## config.mk

```make
export PLATFORM = sky130hd
export DESIGN_NAME = reg_write_demux
export DESIGN_NICKNAME = d
export VERILOG_FILES = /design/src/rtl/reg_write_demux.sv
export SDC_FILE = /design/constraint.sdc
export NUM_CORES = 1
export LEC_CHECK = 0
export CORE_AREA = 2 2 426 428
export DETAILED_ROUTE_END_ITERATION = 10
export DIE_AREA = 0 0 428 430
export SYNTH_ARGS = -nofsm -noshare
export SYNTH_HDL_FRONTEND = slang
export SYNTH_SLANG_ARGS = --single-unit
```

## constraint.sdc

```tcl
create_clock -name clk -period 2.3 [get_ports clk]
set_input_delay 0.345 -clock clk [delete_from_list [all_inputs] [get_ports clk]]
set_output_delay 0.345 -clock clk [all_outputs]
set_load 0.01 [all_outputs]
```

## src/rtl/reg_write_demux.sv

```systemverilog
// Write side of the general-purpose register bank: one-entry staging buffer
// with valid/ready handshake, address decode and a flat register bus for the read muxes.
module reg_write_demux #(
    parameter int DATA_W   = 32,
    parameter int ADDR_W   = 5,
    parameter int NREG     = 32,
    parameter int ZERO_REG = 1
) (
    input  logic                   clk,
    input  logic                   rst_n,
    input  logic                   wr_valid,
    output logic                   wr_ready,
    input  logic [ADDR_W-1:0]      wr_addr,
    input  logic [DATA_W-1:0]      wr_data,
    input  logic                   hold,
    output logic [NREG*DATA_W-1:0] regs_flat,
    output logic                   pend_valid,
    output logic [ADDR_W-1:0]      pend_addr,
    output logic [DATA_W-1:0]      pend_data,
    output logic                   commit_valid,
    output logic [ADDR_W-1:0]      commit_addr
);

    typedef enum logic {
        ST_EMPTY = 1'b0,
        ST_FULL  = 1'b1
    } state_e;

    state_e            state_q, state_d;
    logic [ADDR_W-1:0] pend_addr_q, pend_addr_d;
    logic [DATA_W-1:0] pend_data_q, pend_data_d;
    logic              commit_valid_q, commit_valid_d;
    logic [ADDR_W-1:0] commit_addr_q, commit_addr_d;
    logic              accept;
    logic              commit;

    always_ff @(posedge clk or negedge rst_n) begin
        if (!rst_n) begin
            state_q        <= ST_EMPTY;
            pend_addr_q    <= '0;
            pend_data_q    <= '0;
            commit_valid_q <= 1'b0;
            commit_addr_q  <= '0;
        end else begin
            state_q        <= state_d;
            pend_addr_q    <= pend_addr_d;
            pend_data_q    <= pend_data_d;
            commit_valid_q <= commit_valid_d;
            commit_addr_q  <= commit_addr_d;
        end
    end

    // A full buffer can still accept when it drains at the same edge.
    always_comb begin
        state_d        = state_q;
        pend_addr_d    = pend_addr_q;
        pend_data_d    = pend_data_q;
        commit_valid_d = 1'b0;
        commit_addr_d  = commit_addr_q;
        wr_ready       = (state_q == ST_EMPTY) || !hold;
        accept         = wr_valid && wr_ready;
        commit         = (state_q == ST_FULL) && !hold;

        if (commit) begin
            commit_valid_d = 1'b1;
            commit_addr_d  = pend_addr_q;
        end

        if (accept) begin
            state_d     = ST_FULL;
            pend_addr_d = wr_addr;
            pend_data_d = wr_data;
        end else if (commit) begin
            state_d = ST_EMPTY;
        end
    end

    assign pend_valid   = (state_q == ST_FULL);
    assign pend_addr    = pend_addr_q;
    assign pend_data    = pend_data_q;
    assign commit_valid = commit_valid_q;
    assign commit_addr  = commit_addr_q;

    genvar gi;
    generate
        for (gi = 0; gi < NREG; gi++) begin : g_reg
            if ((ZERO_REG != 0) && (gi == 0)) begin : g_zero
                // Commits to address 0 still pulse commit_valid but store nothing.
                assign regs_flat[gi*DATA_W +: DATA_W] = '0;
            end else begin : g_flop
                logic [DATA_W-1:0] reg_q;
                logic              wr_en;

                assign wr_en = commit && (pend_addr_q == ADDR_W'(gi));

                always_ff @(posedge clk or negedge rst_n) begin
                    if (!rst_n) begin
                        reg_q <= '0;
                    end else if (wr_en) begin
                        reg_q <= pend_data_q;
                    end
                end

                assign regs_flat[gi*DATA_W +: DATA_W] = reg_q;
            end
        end
    endgenerate

endmodule

```

Yosys cells after proc, flatten, opt, wreduce, memory -nomap -nowiden

Index checks and enable logic that the tools add are counted.

Bits in registers: 1036
Input port bits: 41

Equal/unequal tests: 31
Mux-type cells: 3
Bitwise logic cells: 1
Reduce and logical (&&, ||, !) cells: 36

Operators by type and width:

| cell                                                 | count |
|---|---|
| equality test 5 bit (second input constant)          | 16 |
| equality test 5 x 4 -> 1 bit (second input constant) | 8 |
| logical AND 1 bit                                    | 33 |
| equality test 5 x 3 -> 1 bit (second input constant) | 4 |
| equality test 5 x 2 -> 1 bit (second input constant) | 2 |
| equality test 5 x 1 -> 1 bit (second input constant) | 1 |
| two-way mux 1 bit                                    | 3 |
| nonzero test 2 bit                                   | 1 |
| zero test 1 bit                                      | 1 |
| logical OR 1 bit                                     | 1 |
| NOT 1 bit                                            | 1 |

Longest topological paths before layout

Depth in word-level cells: 4
Gate-level depth with buffers: 6

Worst setup path before layout

OpenSTA, ideal clock, no wires.

Path type: register to register
Start: register pend_addr_q[3], in the netlist pend_addr[3]
End: register g_reg[30].g_flop.reg_q[10]
Data arrival time: 1748 ps
Slack: 427 ps
Cell stages (with the launch flop): 7
Buffers on the path: 3
Path through: dfrtp_1 -> clkbuf_1 -> buf_2 -> nand4b_1 -> nor2_1 -> buf_2 -> mux2_2

Cells in the longest elaborated chain, start to end: 2

RTL lines:

| item                   | line | RTL |
|---|---|---|
| start, declared        | 30   | `logic [ADDR_W-1:0] pend_addr_q, pend_addr_d;` |
| start signal, assigned | 46   | `pend_addr_q <= pend_addr_d;` |
| equality test 5 bit    | 94   | `assign wr_en = commit && (pend_addr_q == ADDR_W'(gi));` |
| logical AND 1 bit      | 94   |  |
| end signal, assigned   | 100  | `reg_q <= pend_data_q;` |
| end, declared          | 91   | `logic [DATA_W-1:0] reg_q;` |

Every way passes these cells.
A chain may end at the register's enable or synchronous reset.

Final worst setup path

Start: register pend_data_q[30], in the netlist pend_data[30]
End: output pend_data[30]

RTL lines:

| item                   | line | RTL |
|---|---|---|
| start, declared        | 31   | `logic [DATA_W-1:0] pend_data_q, pend_data_d;` |
| start signal, assigned | 47   | `pend_data_q <= pend_data_d;` |
| end, declared          | 19   | `output logic [DATA_W-1:0] pend_data,` |

No word-level cell between the ends.

==> results.py <==
metrics = {
    "global_routing": {
        "grt_overflow": 0,
        "globalRouteMet1Util_pct": 19.7,
        "global_route.usage.met3_pct": 3.92,
        "grt_util_met2_pct": 30.1,
        "grt_pass1_wl_um": 219000,
        "globalRoute.busiestLayer": "met2",
        "grt_pass1_vias": 26100,
        "number_of_antenna_violations_at_the_first_check_in_global_routing": 21,
        "track_usage_pct": 17.0,
        "maximum_number_of_pins_on_one_net_before_global_route_repair": 125,
    },
    "detailed_routing": {
        "finalWirelength_um": 160000,
        "drt-pass1-iter-count": 5,
        "route.vias.total": 25200,
        "dr.first_iter.drc_count": 1294,
        "route.detailed.vias_per_inst": 4.20,
        "drt_drc_violations_left": 0,
        "antenna_left": 0,
        "wire_per_inst_um": 26.7,
    },
    "sta": {
        "setup_viol_count_final": 0,
        "final.setup.worst_slack_ns": 0.0768,
        "fin_skew_ns": 0.0187,
        "timing.final.crit_period_ns": 2.22,
        "final_hold_viol_count": 0,
        "period_share_pct": 96.7,
        "finalSetupTns_ns": 0,
        "maxSlewHeadroom_pct": 46.0,
        "worst_pin_slew_ns": 0.809,
        "rsz0062_at_grt": "no",
        "max_clock_freq_mhz": 450,
        "timing_max_transition_violations_final": 0,
    },
    "logic_synthesis": {
        "netlist_area_sq_um": 39000,
        "synthesis.yosys.warnings": 0,
        "synth_seq_area_share_pct": 66.5,
        "synthDominantAreaCellType": "sky130_fd_sc_hd__dfrtp_1",
        "synth_cells": 2359,
        "synth.distinct_cells": 23,
        "synth-seq-cells": 1036,
        "yosysTopAreaCellShare_pct": 66.5,
        "synth.avg_cell_area_sq_um": 16.5,
        "netlist_top_cells_area": "sky130_fd_sc_hd__dfrtp_1 66%, sky130_fd_sc_hd__mux2_2 30%, sky130_fd_sc_hd__clkbuf_1 1.0%",
    },
    "power": {
        "totalPowerFinal_mw": 76.0,
        "leakage_nw": 26.2,
        "powerDensity_nw_per_um2": 1310,
        "ir_worst_vdd_uv": 965,
    },
    "worst_setup_path": {
        "startpoint_type": "flop",
        "crit_type": "reg -> out",
        "critical_path_required_ns": 1.96,
        "cpLargestDelayFamily": "buffers and inverters",
        "crit_chain": "clkdlybuf4s50_1",
        "cpPeakStageDelay_ns": 0.63,
        "timing.critical_path.arrival_ns": 1.88,
        "critical_path.slowest_cell": "sky130_fd_sc_hd__clkdlybuf4s50_1",
        "critical_path.endpoint_type": "primary output",
        "worstPathMaxFanout": 2,
        "regToRegSetupSlack_ns": 0.16,
        "number_of_buffer_and_inverter_stages_on_the_critical_path": 1,
    },
    "run_status": {
        "outcome": "finished clean",
    },
    "clock_tree": {
        "numCtsBuffers": 114,
        "tritoncts": "done",
        "cts_buffer_depth": 3,
        "clockRootBuffer": "sky130_fd_sc_hd__clkbuf_16",
        "clk_latency_ns": 0.75,
        "ctsHtreeMaxLevel": 3,
        "clock_slew_at_reported_path_ffs_ns": 0.06,
        "tritoncts_num_sinks": 1036,
    },
    "layout": {
        "layout.filler_cells": 17900,
        "mostFrequentLayoutCell": "sky130_fd_sc_hd__clkdlybuf4s50_1",
        "flow.area_growth_from_synthesis_pct": 49.0,
        "utilization_pct": 32.3,
        "most-common-layout-cells": "1062 x sky130_fd_sc_hd__clkdlybuf4s50_1, 1023 x sky130_fd_sc_hd__mux2_2, 1021 x sky130_fd_sc_hd__dfrtp_1",
        "design.final.nets": 3565,
        "fraction_of_final_layout_cells_sized_beyond_drive_strength_1_pct": 39.5,
    },
    "floorplan": {
        "floorplan.io_pins": 1110,
        "core_area_sq_um": 180000,
        "die_width_um": 428,
        "floorplan.rows": 156,
        "die_h_um": 430,
        "initial_core_util_pct": 21.7,
        "design.die.area_sq_um": 184000,
    },
    "run": {
        "cap_violations": 0,
    },
    "placed_design": {
        "gp_congestion": 0.774,
        "place_hpwl_um": 115000,
        "io_buffer_count": 1077,
        "worst_setup_slack_post_dpl_ns": -0.460,
    },
    "hold_path": {
        "holdCritPathClass": "in -> reg",
    },
}
-- worst register-to-register path: cells and delay by family, from the launching register on --
kind | cells | cell delay, ns
DFF | 1 | 0.40
and+or+nand+nor | 2 | 0.58
buffers and inverters | 3 | 0.72
muxes | 1 | 0.32
-- layer usage --
metal / vias to the layer above / part of all wire (%) / routed length [um]
met3: 234 / 5.3 / 8420
li1: 10500 / - / -
met5: - / 0.050 / 80
met2: 778 / 52 / 83100
met1: 13600 / 39 / 63000
met4: 12 / 3.5 / 5670
-- Yosys cell counts --
cell,instances
sky130_fd_sc_hd__nand3b_1,1
sky130_fd_sc_hd__nand4b_1,4
sky130_fd_sc_hd__buf_2,62
sky130_fd_sc_hd__nor4bb_1,4
sky130_fd_sc_hd__nand2b_1,2
sky130_fd_sc_hd__buf_1,15
sky130_fd_sc_hd__nand2_1,15
sky130_fd_sc_hd__mux2_2,1023
sky130_fd_sc_hd__and3b_1,1
sky130_fd_sc_hd__or3b_2,1
sky130_fd_sc_hd__dfrtp_1,1036
sky130_fd_sc_hd__buf_4,47
sky130_fd_sc_hd__conb_1,1
sky130_fd_sc_hd__mux2_1,10
sky130_fd_sc_hd__nand4_1,5
sky130_fd_sc_hd__clkbuf_1,108
sky130_fd_sc_hd__and2_1,1
sky130_fd_sc_hd__nor2_1,12
sky130_fd_sc_hd__nor2b_1,2
sky130_fd_sc_hd__nand3_1,5
sky130_fd_sc_hd__inv_1,1
sky130_fd_sc_hd__nor4b_1,2
sky130_fd_sc_hd__nor3b_2,1
-- through the flow --
stage	hold WS [ns]	cells	area, sq um
5_1_grt	0.154	5988	58100
6_report	0.208	5993	58100
3_5_place_dp	0.226	5774	54100
3_3_place_gp	0.228	5774	54100
2_1_floorplan	0.0494	2390	39100
4_1_cts	0.103	5984	58100
-- state kept, by name, indices dropped and copies added (netlist names) --
| signal | flops |
|---|---|
| pend_data | 32 |
| commit_addr | 5 |
| pend_valid | 1 |
| g.g_flop.reg_q | 992 |
| pend_addr | 5 |
| commit_valid | 1 |
-- path summary, 6_finish.rpt --
kind	startpoint	end	depth (start not counted)
max in group asynchronous	rst_n	pend_data[23]	3
max reg2reg	pend_valid	g_reg[4].g_flop.reg_q[6]	6
min	wr_data[20]	pend_data[20]	2
min reg2reg	commit_addr[4]	commit_addr[4]	2
min in group asynchronous	rst_n	g_reg[4].g_flop.reg_q[26]	3
max	pend_data[30]	pend_data[30]	1
-- area by class of cell --
type | instances | area (sq um) | area share, %
Sequential cell | 1036 | 25900 | 44.6
Timing Repair Buffer | 1250 | 13000 | 22.3
Clock inverter | 43 | 626 | 1.08
Tap cell | 2370 | 2970 | 5.10
Inverter | 1 | 3.75 | 0.00646
Antenna cell | 7 | 17.5 | 0.0301
Clock buffer | 165 | 3340 | 5.75
Multi-Input combinational cell | 1121 | 12300 | 21.1
-- timing repair --
| action | 4_1_cts | 5_1_grt |
|---|---|---|
| setup endpoints to repair | 16 | 17 |
| hold buffers | 2 | 0 |
| gates resized for setup | 23 | 1 |
| endpoints found under the hold margin | 527 | 0 |
| pin swaps | 0 | 1 |
| setup buffers | 0 | 2 |
-- kinds of logic (layout without fill, tap and decap cells) --
kind of cell / count (synthesis) / in the layout / share of synthesized area (%)
and+or+nand+nor: 56 / 56 / 0.818
muxes: 1033 / 1033 / 29.8
other: 1 / 39 / 0.00961
DFF: 1036 / 1036 / 66.5
buffers and inverters: 233 / 1459 / 2.89
-- power by group --
part	leakage, nW	switching [mW]	internal (mW)
clock	1.96	7.81	11.5
combinational	10.7	11.9	16.2
sequential	13.5	3.53	24.9
total	26.2	23.3	52.7
Power figures use the tool's default switching activity.
==> edit 1, RTL diff (same settings) <==
The parameter `ADDR_W` goes from 5 to 4.
--- a/src/rtl/reg_write_demux.sv
+++ b/src/rtl/reg_write_demux.sv
@@ -3,5 +3,5 @@
 module reg_write_demux #(
     parameter int DATA_W   = 32,
-    parameter int ADDR_W   = 5,
+    parameter int ADDR_W   = 4,
     parameter int NREG     = 32,
     parameter int ZERO_REG = 1
Interface: changed (resized commit_addr, pend_addr and wr_addr); port bits go from 1110 to 1107. The function was not compared with the original's and may differ.
==> edit 1 against the original RTL <==
  * Wire length down 12%
  * Non-clock buffer count down 55
  * Design area down 34%
  * Total power down 17%
  * Sequential cell count down 482
  * Worst setup slack worse by 0.031 ns
  * Die area unchanged
  * Sequential power down 33%
  * Largest power group is now combinational logic
  * Area after synthesis down 37%
==> edit 1: results (changes against the original RTL) <==
| Metric | Value |
|---|---|
| Fillers | `19200 (+7.3%)` |
| Worst vdd ir | `678 uV (-30%)` |
| Sw frac | `38.8% (+8.1 points)` |
| CP Launch Point | `g_reg[10].g_flop.reg_q[3]$_DFFE_PN0P_` |
| Worst Reg2Reg Path Length in Cells | `4 (-2)` |
| Crit Reg-Reg Endpoint | `g_reg[7].g_flop.reg_q[15]$_DFFE_PN0P_` |
| HPWL Detailed | `117 mm (+1.2%)` |
| Largest net degree at the start of global routing | `77 (-38%)` |
| Setup WS post-layout | `0.0453 ns (-0.0315 ns)` |
| DRT iter0 DRCs | `729 (-44%)` |
| # placed instances | `4731 (-18%)` |
| NumNets Final | `2475 (-31%)` |
| Post-synth cell types | `21 (-8.7%)` |
| Worst min path class | `primary input to async pin` |
| TritonCTS Buffers | `71 (-38%)` |
| M2 GR Usage | `24.7% (-5.4 points)` |
| Status | `finished, final reports clean` |
| Synth top area cells | `dfrtp_1 56%, mux2_2 23%, buf_4 16%` |
| FF-to-FF Start | `pend_addr[3]$_DFFE_PN0P_` |
| Leak Pwr | `16.0 nW (-39%)` |
| Grt met3 use | `7.70% (+3.8 points)` |
| CP peak stage delay | `0.85 ns (+0.22 ns)` |
| Slew @ Worst Pin | `0.601 ns (-0.208 ns)` |
| First-pass GRT wire length | `182 mm (-17%)` |
| GP Congestion | `0.926 (+20%)` |
| Met1 usage | `16.9% (-2.8 points)` |
| Most frequent cells after synthesis | `554 x dfrtp_1, 515 x buf_4, 496 x mux2_2` |
| Worst Path Arrival | `1.91 ns (+0.03 ns)` |
| First drt pass iteration count | `4 (-1)` |
| Antenna violations before repair | `10 (-52%)` |
| Crit path max fanout | `3 (+1)` |
## edit 1: final cells by class
| class | instances | area, um2 | share of cell area, % |
|---|---|---|---|
| clock buffer | 96 | 2000 | 5.24 |
| inverter | 1 | 3.75 | 0.00983 |
| antenna | 7 | 17.5 | 0.0459 |
| tap | 2370 | 2970 | 7.76 |
| sequential | 554 | 13900 | 36.3 |
| clock inverter | 35 | 438 | 1.15 |
| timing repair buffer | 1195 | 12200 | 31.8 |
| multi-input combinational | 612 | 6740 | 17.6 |
## edit 1: cells by family (layout without fill, tap and decap cells)
group	after synthesis	in the layout	share of synthesized area, %
buf+inv	603	1327	17.4
flops	554	554	56.2
mux	552	552	25.7
other cells	1	39	0.0152
simple gates	28	28	0.751
## edit 1: repair_timing
item | CTS | global route
hold buffers | 1 | 0
endpoints found under the hold margin | 46 | 0
setup endpoints to repair | 42 | 6
resized for setup | 45 | 6
## edit 1: through the flow
step,total power [mW],instance area [um2],utilization (%),hold slack [ns]
floorplan,31.7,24800,-,0.0494
global placement,51.7,35700,19.9,0.342
detailed placement,51.9,35700,19.9,0.341
CTS,64.0,38200,21.2,0.146
global route,65.5,38200,21.2,0.193
finish,62.8,38200,21.3,0.223
## edit 1: worst min-delay path by stage
stage,startpoint,end,cells after the start
3_5_place_dp,rst_n,g_reg[22].g_flop.reg_q[13]$_DFFE_PN0P_,1
6_report,rst_n,g_reg[12].g_flop.reg_q[2]$_DFFE_PN0P_,2
2_1_floorplan,rst_n,commit_addr[0]$_DFFE_PN0P_,0
5_1_grt,rst_n,g_reg[12].g_flop.reg_q[2]$_DFFE_PN0P_,2
3_3_place_gp,rst_n,g_reg[22].g_flop.reg_q[13]$_DFFE_PN0P_,1
4_1_cts,rst_n,g_reg[22].g_flop.reg_q[13]$_DFFE_PN0P_,2
## edit 1: power groups by stage
stage | clock (mW) | sequential (mW) | combinational, mW
floorplan | 0 | 19.4 | 12.2
global placement | 0 | 19.2 | 32.5
detailed placement | 0 | 19.3 | 32.6
CTS | 12.2 | 19.2 | 32.5
global route | 12.6 | 19.7 | 33.2
finish | 11.8 | 19.2 | 31.8
## edit 1: routing by layer
layer	vias up	wire [um]
met4	10	3710
met3	136	15400
met5	-	57
met1	8828	54000
met2	634	68600
li1	6746	-
==> edit 2, RTL diff (config.mk and constraints unchanged) <==
Without the edit above. Make the reset (`rst_n`) synchronous in 2 clocked blocks.
--- a/src/rtl/reg_write_demux.sv
+++ b/src/rtl/reg_write_demux.sv
@@ -35,5 +35,5 @@
     logic              commit;
 
-    always_ff @(posedge clk or negedge rst_n) begin
+    always_ff @(posedge clk) begin
         if (!rst_n) begin
             state_q        <= ST_EMPTY;
@@ -94,5 +94,5 @@
                 assign wr_en = commit && (pend_addr_q == ADDR_W'(gi));
 
-                always_ff @(posedge clk or negedge rst_n) begin
+                always_ff @(posedge clk) begin
                     if (!rst_n) begin
                         reg_q <= '0;
Function: not settled (the Yosys comparison gave no result); the edit may change what the design does.
==> edit 2 against the original RTL <==
  * Hold slack got worse by 0.069 ns
  * Area after synthesis fell by 4.6%
  * Non-clock buffer count rose by 39
  * Wire length rose by 8.1%
  * Sequential cell count did not move
  * Worst setup slack improved by 0.017 ns
  * Design area fell by 3.3%
Power is not compared: it rests on default switching activity, and its combinational part moved more than twofold at a synthesized area within 25%.
==> edit 2: results (changes against the original RTL) <==
| Metric | Value |
|---|---|
| Async S/R FF share, synth | `0% (-100 points)` |
| Hold Crit Start | `wr_data[19]` |
| First-pass GRT wire length | `234 mm (+7.1%)` |
| DRT iter0 DRCs | `1572 (+21%)` |
| Grt met3 use | `4.14% (+0.22 points)` |
| TritonCTS Buffers | `115 (+0.88%)` |
| CP Launch Point | `g_reg[22].g_flop.reg_q[1]$_SDFFE_PN0P_` |
| Share of cells above drive strength 1 | `9.76% (-30 points)` |
| Slew @ Worst Pin | `0.981 ns (+0.172 ns)` |
| Crit Reg-Reg Endpoint | `g_reg[2].g_flop.reg_q[19]$_SDFFE_PN0P_` |
| Fin Hold WS | `0.139 ns (-0.0687 ns)` |
| Post-synthesis sequential area ratio | `55.7% (-11 points)` |
| PnR Total Power | `38.5 mW` |
| Tmin final | `2.21 ns (-0.0167 ns)` |
| Status | `finished, final reports clean` |
| # placed instances | `6921 (+20%)` |
| Resized Gates After CTS | `36 (+57%)` |
| Most frequent cells after synthesis | `1111 x nand2_1, 1036 x dfxtp_1, 996 x mux2i_1` |
| Met1 usage | `20.5% (+0.78 points)` |
| Hold EP | `pend_data[19]$_SDFFE_PN0P_` |
| Worst Reg2Reg Path Length in Cells | `5 (-1)` |
| Post-Synthesis Cells | `3590 (+52%)` |
| HPWL Detailed | `123 mm (+6.6%)` |
| Dpl ws | `-0.359 ns (+0.101 ns)` |
| Antenna violations before repair | `29 (+38%)` |
## edit 2: cell types whose count changed after synthesis, moves of 10 or more
cell      delta
buf_4       +12
dfxtp_1   +1036
clkbuf_1   +115
nand2_1   +1096
a21boi_0    +38
dfrtp_1   -1036
mux2_1      -10
buf_1       -15
mux2_2    -1023
mux2i_1    +996
## edit 2: layout make-up
cell class	instances	area [um2]
Fill cell	18400	124000
Sequential cell	1036	20700
Multi-Input combinational cell	2227	15100
Timing Repair Buffer	1289	13500
Clock buffer	174	3430
Tap cell	2370	2970
Clock inverter	37	448
Antenna cell	8	20.0
## edit 2: metal layers
metal / vias to the layer above / share of wire, %
li1: 13900 / -
met1: 14900 / 40
met2: 931 / 50
met3: 304 / 5.7
met4: 36 / 4.2
met5: - / 0.14
## edit 2: cells by family after synthesis
kind of cell    synth area share [%]
compound gates                 0.827
buf+inv                         4.58
flops                           55.7
mux                             26.8
other cells                   0.0101
simple gates                    12.1
